[src/rtl/gen_audio_mixer.sv]
// rtl/gen_audio_mixer.sv - multi-voice programmable tone generator and saturating mixer
module gen_audio_mixer #(
    parameter int CHANNELS     = 4,
    parameter int SAMPLE_WIDTH = 16,
    parameter int PHASE_WIDTH  = 24,
    parameter int VOL_WIDTH    = 4
) (
    input  logic                          I_clk,
    input  logic                          I_reset,
    input  logic                          I_sample_req,
    input  logic                          I_cfg_we,
    input  logic [$clog2(CHANNELS)-1:0]   I_cfg_ch,
    input  logic [PHASE_WIDTH-1:0]        I_cfg_freq,
    input  logic [1:0]                    I_cfg_wave,
    input  logic [VOL_WIDTH-1:0]          I_cfg_vol,
    input  logic                          I_cfg_en,
    output logic [SAMPLE_WIDTH-1:0]       O_sample,
    output logic                          O_sample_valid,
    output logic                          O_busy
);

    localparam int SW = SAMPLE_WIDTH;
    localparam int PW = PHASE_WIDTH;
    localparam int VW = VOL_WIDTH;
    localparam int CW = $clog2(CHANNELS);
    // Worst case sum of CHANNELS full-scale voices fits with one spare bit
    localparam int AW = SW + CW + 1;

    localparam logic [CW-1:0]        LAST_CH  = CW'(CHANNELS - 1);
    localparam logic [SW-1:0]        MSB_MASK = {1'b1, {(SW-1){1'b0}}};
    localparam logic signed [AW-1:0] SAT_MAX  = {{(AW-SW+1){1'b0}}, {(SW-1){1'b1}}};
    localparam logic signed [AW-1:0] SAT_MIN  = {{(AW-SW+1){1'b1}}, {(SW-1){1'b0}}};
    localparam logic [15:0]          LFSR_SEED = 16'hACE1;

    localparam logic [1:0] WAVE_SQUARE = 2'd0;
    localparam logic [1:0] WAVE_SAW    = 2'd1;
    localparam logic [1:0] WAVE_TRI    = 2'd2;

    typedef enum logic [1:0] {
        S_IDLE = 2'd0,
        S_SCAN = 2'd1,
        S_DONE = 2'd2
    } state_t;

    state_t state;
    state_t state_next;

    // Per-voice configuration and phase
    logic [PW-1:0] voice_freq  [CHANNELS];
    logic [1:0]    voice_wave  [CHANNELS];
    logic [VW-1:0] voice_vol   [CHANNELS];
    logic          voice_en    [CHANNELS];
    logic [PW-1:0] voice_phase [CHANNELS];

    logic [CW-1:0]        ch;
    logic signed [AW-1:0] acc;
    logic [15:0]          lfsr;
    logic [15:0]          lfsr_next;

    logic                    accept;
    logic                    scan_last;
    logic [SW-1:0]           p;
    logic [SW-1:0]           wave_val;
    logic signed [AW+VW-1:0] prod;
    logic signed [AW-1:0]    contrib;
    logic signed [AW-1:0]    acc_sum;

    // Clip the wide accumulator into the signed output range
    function automatic logic [SW-1:0] saturate(input logic signed [AW-1:0] v);
        if (v > SAT_MAX) begin
            return {1'b0, {(SW-1){1'b1}}};
        end else if (v < SAT_MIN) begin
            return {1'b1, {(SW-1){1'b0}}};
        end else begin
            return v[SW-1:0];
        end
    endfunction

    assign accept    = (state == S_IDLE) && I_sample_req;
    assign scan_last = (state == S_SCAN) && (ch == LAST_CH);
    assign O_busy    = (state != S_IDLE);

    // Fibonacci LFSR x^16+x^14+x^13+x^11+1, shifting left
    assign lfsr_next = {lfsr[14:0], lfsr[15] ^ lfsr[13] ^ lfsr[12] ^ lfsr[10]};

    // State register
    always_ff @(posedge I_clk or posedge I_reset) begin
        if (I_reset) begin
            state <= S_IDLE;
        end else begin
            state <= state_next;
        end
    end

    // Next-state logic: requests only start a scan from IDLE
    always_comb begin
        state_next = state;
        case (state)
            S_IDLE:  if (I_sample_req) state_next = S_SCAN;
            S_SCAN:  if (ch == LAST_CH) state_next = S_DONE;
            S_DONE:  state_next = S_IDLE;
            default: state_next = S_IDLE;
        endcase
    end

    // Waveform, volume scaling and running sum for the voice being scanned
    always_comb begin
        p = voice_phase[ch][PW-1 -: SW];
        case (voice_wave[ch])
            WAVE_SQUARE: wave_val = p[SW-1] ? MSB_MASK : ~MSB_MASK;
            WAVE_SAW:    wave_val = p ^ MSB_MASK;
            WAVE_TRI:    wave_val = {(p[SW-1] ? ~p[SW-2:0] : p[SW-2:0]), 1'b0} ^ MSB_MASK;
            default:     wave_val = SW'({lfsr, {SW{1'b0}}} >> 16);
        endcase
        prod    = $signed({{(AW+VW-SW){wave_val[SW-1]}}, wave_val})
                * $signed({{AW{1'b0}}, voice_vol[ch]});
        contrib = voice_en[ch] ? AW'(prod >>> VW) : '0;
        acc_sum = acc + contrib;
    end

    // Scan bookkeeping: voice index, accumulator and noise source
    always_ff @(posedge I_clk or posedge I_reset) begin
        if (I_reset) begin
            ch   <= '0;
            acc  <= '0;
            lfsr <= LFSR_SEED;
        end else if (accept) begin
            ch   <= '0;
            acc  <= '0;
            lfsr <= lfsr_next;
        end else if (state == S_SCAN) begin
            ch  <= ch + CW'(1);
            acc <= acc_sum;
        end
    end

    // Output sample register; the final voice's sum is clipped on the way in
    always_ff @(posedge I_clk or posedge I_reset) begin
        if (I_reset) begin
            O_sample       <= '0;
            O_sample_valid <= 1'b0;
        end else begin
            O_sample_valid <= scan_last;
            if (scan_last) begin
                O_sample <= saturate(acc_sum);
            end
        end
    end

    // Voice configuration writes
    always_ff @(posedge I_clk or posedge I_reset) begin
        if (I_reset) begin
            for (int i = 0; i < CHANNELS; i++) begin
                voice_freq[i] <= '0;
                voice_wave[i] <= '0;
                voice_vol[i]  <= '0;
                voice_en[i]   <= 1'b0;
            end
        end else if (I_cfg_we) begin
            voice_freq[I_cfg_ch] <= I_cfg_freq;
            voice_wave[I_cfg_ch] <= I_cfg_wave;
            voice_vol[I_cfg_ch]  <= I_cfg_vol;
            voice_en[I_cfg_ch]   <= I_cfg_en;
        end
    end

    // Phase accumulators; a disabling write overrides a same-cycle advance
    always_ff @(posedge I_clk or posedge I_reset) begin
        if (I_reset) begin
            for (int i = 0; i < CHANNELS; i++) begin
                voice_phase[i] <= '0;
            end
        end else begin
            if ((state == S_SCAN) && voice_en[ch]) begin
                voice_phase[ch] <= voice_phase[ch] + voice_freq[ch];
            end
            if (I_cfg_we && !I_cfg_en) begin
                voice_phase[I_cfg_ch] <= '0;
            end
        end
    end

endmodule

[config.mk]
export PLATFORM = sky130hd
export DESIGN_NAME = gen_audio_mixer
export DESIGN_NICKNAME = d
export VERILOG_FILES = /design/src/rtl/gen_audio_mixer.sv
export SDC_FILE = /design/constraint.sdc
export NUM_CORES = 1
export LEC_CHECK = 0
export ABC_AREA = 1
export CAP_MARGIN = 10
export CORE_MARGIN = 1.5
export CORE_UTILIZATION = 42
export CTS_CLUSTER_SIZE = 28
export DETAILED_ROUTE_END_ITERATION = 8
export PLACE_DENSITY = 0.56
export SYNTH_ARGS = -nofsm -noshare
export SYNTH_HDL_FRONTEND = slang
export SYNTH_SLANG_ARGS = --single-unit
[constraint.sdc]
create_clock -name I_clk -period 13.5 [get_ports I_clk]
set_input_delay 2.025 -clock I_clk [delete_from_list [all_inputs] [get_ports I_clk]]
set_output_delay 2.025 -clock I_clk [all_outputs]
set_load 0.01 [all_outputs]
# After elaboration in Yosys (flattened, before gate mapping)
# Index checks and enable logic that the tools add are counted.
# word_totals
output_inout_bits	18
input_bits	37
ff_bits	276
word_cells	109
# classes
n_reduce_logical	12
add_sub_neg	3
n_mux	45
n_eq_ne	6
n_mul	1
n_bitwise	10
magnitude_cmp	6
# ops
op	count
$bwmux W96	2
$mux W96	2
$mux W24	6
$and A96 B96 Y96	1
$bmux W24 S2	2
$demux W24 S2	2
$not A96 Y96	1
$mux W19	3
$mux W16	3
$pmux W16 S3	1
$add A24 B24 Y24	1
$mul A16 B5 Y21	1
$add A19 B19 Y19	1
$gt A19 B16 Y1 const B	1
$lt A19 B16 Y1 const B	1
$bwmux W16	1
$mux W15	1
$not A15 Y15	1
$mux W2	7
$mux W4	3
$bmux W4 S2	1
$bwmux W8	1
$demux W4 S2	1
$ge A3 B3 Y1 const B	2
other kinds (20)	37

# Depth between registers and ports, before layout
# depth
word_depth	14
mapped_depth	48
ltp_nobuf	45

# Worst setup path before layout
# Ideal clock, no wire load.
# synth_path
kind	register to register
start	reg ch[0]
end	reg O_sample[2]
required_time_ns	13.434
synth_period_minus_slack_ns	6.671
arrival_ns	6.606
setup_slack_ns	6.829
path_stages_with_launch	41
setup_ns	0.066
cell_sequence	dfrtp_1 inv_2 buf_6 buf_6 clkbuf_1 clkbuf_1 clkbuf_1 nand2_1 a32o_1 clkbuf_1 nor2_1 ha_1 fa_1 inv_1 fa_1 inv_1 ha_1 nand4_1 [5 not listed] nand2_1 a21oi_1 nor2_1 ha_1 nand2_1 nor4_1 nand2_1 nand2_1 a21oi_1 o21ai_0 xor2_1 inv_1 nand3_1 nand3_2 buf_6 nand2_1 nand2_1 nand2_1
# synth_between
elab_chain_cells	14
word_cells_on_any_way	31
# synth_rtl
item	line_no	source
start: declaration	55	logic [CW-1:0] ch;
start signal: assignment	132	ch <= ch + CW'(1);
$not A2 Y3 (implied by the code)	n/a	
$bmux W24 S2	108	p = voice_phase[ch][PW-1 -: SW];
$mux W24 (implied by the code) (2 in series)	108	
$not A15 Y15	112	WAVE_TRI: wave_val = {(p[SW-1] ? ~p[SW-2:0] : p[SW-2:0]), 1'b0} ^ MSB_MASK;
$mux W15	112	
$not A1 Y1 (no line)	n/a	
$pmux W16 S3	109	case (voice_wave[ch])
$mul A16 B5 Y21	116	* $signed({{AW{1'b0}}, voice_vol[ch]});
$mux W19	117	contrib = voice_en[ch] ? AW'(prod >>> VW) : '0;
$add A19 B19 Y19	118	acc_sum = acc + contrib;
$lt A19 B16 Y1	72	end else if (v < SAT_MIN) begin
$mux W16	72	
$mux W16	70	if (v > SAT_MAX) begin
end signal: assignment	145	O_sample <= saturate(acc_sum);
end: declaration	17	output logic [SAMPLE_WIDTH-1:0] O_sample,
# Several ways; a longest one is shown, not always the timed one. The select of a mux whose other input is x is not followed.
# A chain may end at the register's enable or synchronous reset.

# Worst setup path in the final report
# layout_path
start	reg ch[0]
end	reg O_sample[1]
# Same word-level chain as after synthesis.

==> flow_metrics.tcl <==
set metrics [dict create \
    outcome "completed" \
    layout_common_cells "nand2_1 (413), o21ai_0 (349), dfrtp_1 (266)" \
    grt_max_degree 127 \
    synth_edf_count 0 \
    cts_tree "done" \
    overflow 0 \
    end_kind "flip-flop" \
    pin_count 55 \
    finalClockSkew_ns 0.03558 \
    cpMostUsedCell "nand2_1" \
    cts_num_sinks 276 \
    portBuffers 54 \
    slew_headroom 0.2733 \
    yosysWarnings 0 \
    wirelength_mm 47.76 \
    critPathSlowestCell "dfrtp_4" \
    avgSynthCellArea_um2 7.723 \
    dr.pass1.iters 7 \
    fin_crit_sh 0.6432 \
    antenna_found_initial 0 \
    setup_ws_ns 4.817 \
    max_freq_mhz 115.2 \
    drive_above_1_share 0.06143 \
    drt-initial-drc-count 942 \
    cts_setup_buffers 0 \
    ys.flop_type "dfrtp_1" \
    fin_nets 2361 \
    cpPeakStageDelay_ns 0.68 \
    layout_commonest_cell "nand2_1" \
    hold_class "flip-flop to flip-flop" \
    placedCellCount 2696 \
    grt_pass1_wl_mm 77.51 \
    numCtsBuffers 34 \
    ant_nets 0 \
    insertion_delay_ns 0.56 \
    rsz0062_at_grt "false" \
    vias_per_cell 5.356 \
    antenna_cells 0 \
    hold_violations 0 \
    htree_levels 2 \
    synthArstFlopShare 1.000 \
    synth.ff_latch_count 276 \
    drc_errors 0 \
    max_cap_violations 0 \
    worstSetupPathType "flip-flop to flip-flop" \
    die_h_um 204.5 \
    cts_root_buf "clkbuf_16" \
    crit_required_ns 13.97 \
    path_max_fanout 60 \
    syn_nets 2362 \
    synthCells 2208 \
    die_area_um2 41820 \
    synth_seq_area_share 0.4056 \
    setup_viol 0 \
    gp_congestion 0.8468 \
    fin_cells 2755 \
    worst_pin_slew_ns 1.086 \
    start_kind "flip-flop" \
    place.detailed.hpwl_mm 31.45 \
    dr_total_vias 14760 \
    wire_per_inst_um 17.34 \
    post_cts_resized 0 \
    rrSetupSlack_ns 4.82 \
    die_width_um 204.5 \
    clockBufferDepth 3 \
    slew_viol_final 0 \
    tns_ns 0 \
    start_util 0.4272 \
    grt_pass1_vias 14490 \
    worst_ep_arrival_time_ns 9.15 \
    syn_area_um2 17050 \
    synth_cell_types 51 \
    min_period_ns 8.683 \
    dpl_worst_slack_ns 4.899 \
    path_clk_slew_ns 0.06 \
    coreArea_um2 39910 \
    cts_hold_buf 0 \
    layout-area-overhead-vs-synth_pct 11.72 \
    fp-row-count 73 \
    grtUsageTotal 0.2351 \
]
per-layer routing:
metal | share of wire | GRT usage
met3 | 0.041 | 0.02943
met4 | 0.039 | 0.1022
met5 | 0 | 0
met2 | 0.47 | 0.3851
met1 | 0.45 | 0.3125
kinds of logic (layout without fill, tap and decap cells):
group	after synthesis	after routing	share of synthesized area
AOI/OAI and AO/OA	603	603	0.1958
DFF	276	276	0.4056
and+or+nand+nor	800	800	0.1933
xor gates and xnor gates	38	38	0.01952
adders and majority gates	117	117	0.1008
buffers and inverters	374	396	0.08497
registers in the layout (all words and copies together), names as in the netlist:
| name | cells |
|---|---|
| acc | 19 |
| state | 2 |
| O_sample_valid | 1 |
| voice_wave | 8 |
| voice_vol | 16 |
| voice_freq | 96 |
| voice_phase | 96 |
| O_sample | 16 |
| lfsr | 16 |
| ch | 2 |
| voice_en | 4 |
per-stage QoR:
stage                     instance area [um^2]    util  hold WS, ns
after detailed placement                 17950  0.4498       0.4678
after CTS                                19050  0.4773       0.4820
after floorplan                          17050       -       0.4451
after global routing                     19050  0.4773       0.5019
after global placement                   17950  0.4498       0.4598
final                                    19050  0.4773       0.4768
cell type report:
cell class / instances / area [um^2]
fill: 3890 / 20860
multi-input combinational: 1558 / 8702
sequential: 276 / 6922
inverter: 267 / 1011
clock buffer: 48 / 963.4
timing repair buffer: 70 / 660.6
tap: 525 / 656.9
clock inverter: 11 / 136.4
path summary, 6_finish.rpt:
kind,depth (start not counted),start,end
setup / recovery,42,ch[0],O_sample[1]
hold / removal,2,voice_freq[56],voice_freq[56]
setup reg to reg,42,ch[0],O_sample[1]
hold reg to reg,2,voice_freq[56],voice_freq[56]
max in group asynchronous,3,I_reset,ch[0]
min in group asynchronous,2,I_reset,lfsr[14]
cell usage after synthesis (2+ instances only):
cell type  number  share of area
xor2_1         25          0.013
a22o_1         11         0.0056
o22ai_1        43          0.016
o21bai_1       11         0.0048
buf_6           4         0.0026
clkbuf_1       92          0.020
clkinv_1        2        0.00044
a211oi_1        4         0.0018
a32o_1          2         0.0012
xnor2_1        13         0.0067
o31ai_1         4         0.0018
buf_4           3         0.0013
nand2_2         8         0.0029
buf_2           3        0.00088
ha_1           83          0.061
fa_1           34          0.040
dfstp_2         8          0.012
nor4_1          4         0.0015
o21a_1          6         0.0026
nand4_1         8         0.0029
nor2_1        252          0.055
buf_1           5         0.0011
o21ai_0       349           0.10
a21boi_0        3         0.0013
inv_1         258          0.057
nand2_1       414          0.091
inv_2           7         0.0015
a31oi_1         3         0.0011
a21o_1          4         0.0018
o21ai_1         3        0.00088
dfrtp_1       268           0.39
a21oi_1       119          0.035
nand3_1        69          0.020
nor3_1          7         0.0021
nand3_2         8         0.0047
o211ai_1       33          0.015
or2_2          23         0.0084
nand3b_1        2        0.00088
critical path: cells and delay by family (launching register included):
family | cells | cell delay (ns)
simple gates | 23 | 3.40
fa+ha+maj | 5 | 1.97
buf+inv | 6 | 1.51
compound gates | 7 | 0.87
flops | 1 | 0.68
xor+xnor | 1 | 0.21
Power is left out: the tool's default activity adds up to more than one toggle a clock period on the data nets, which glitch-free logic cannot reach.
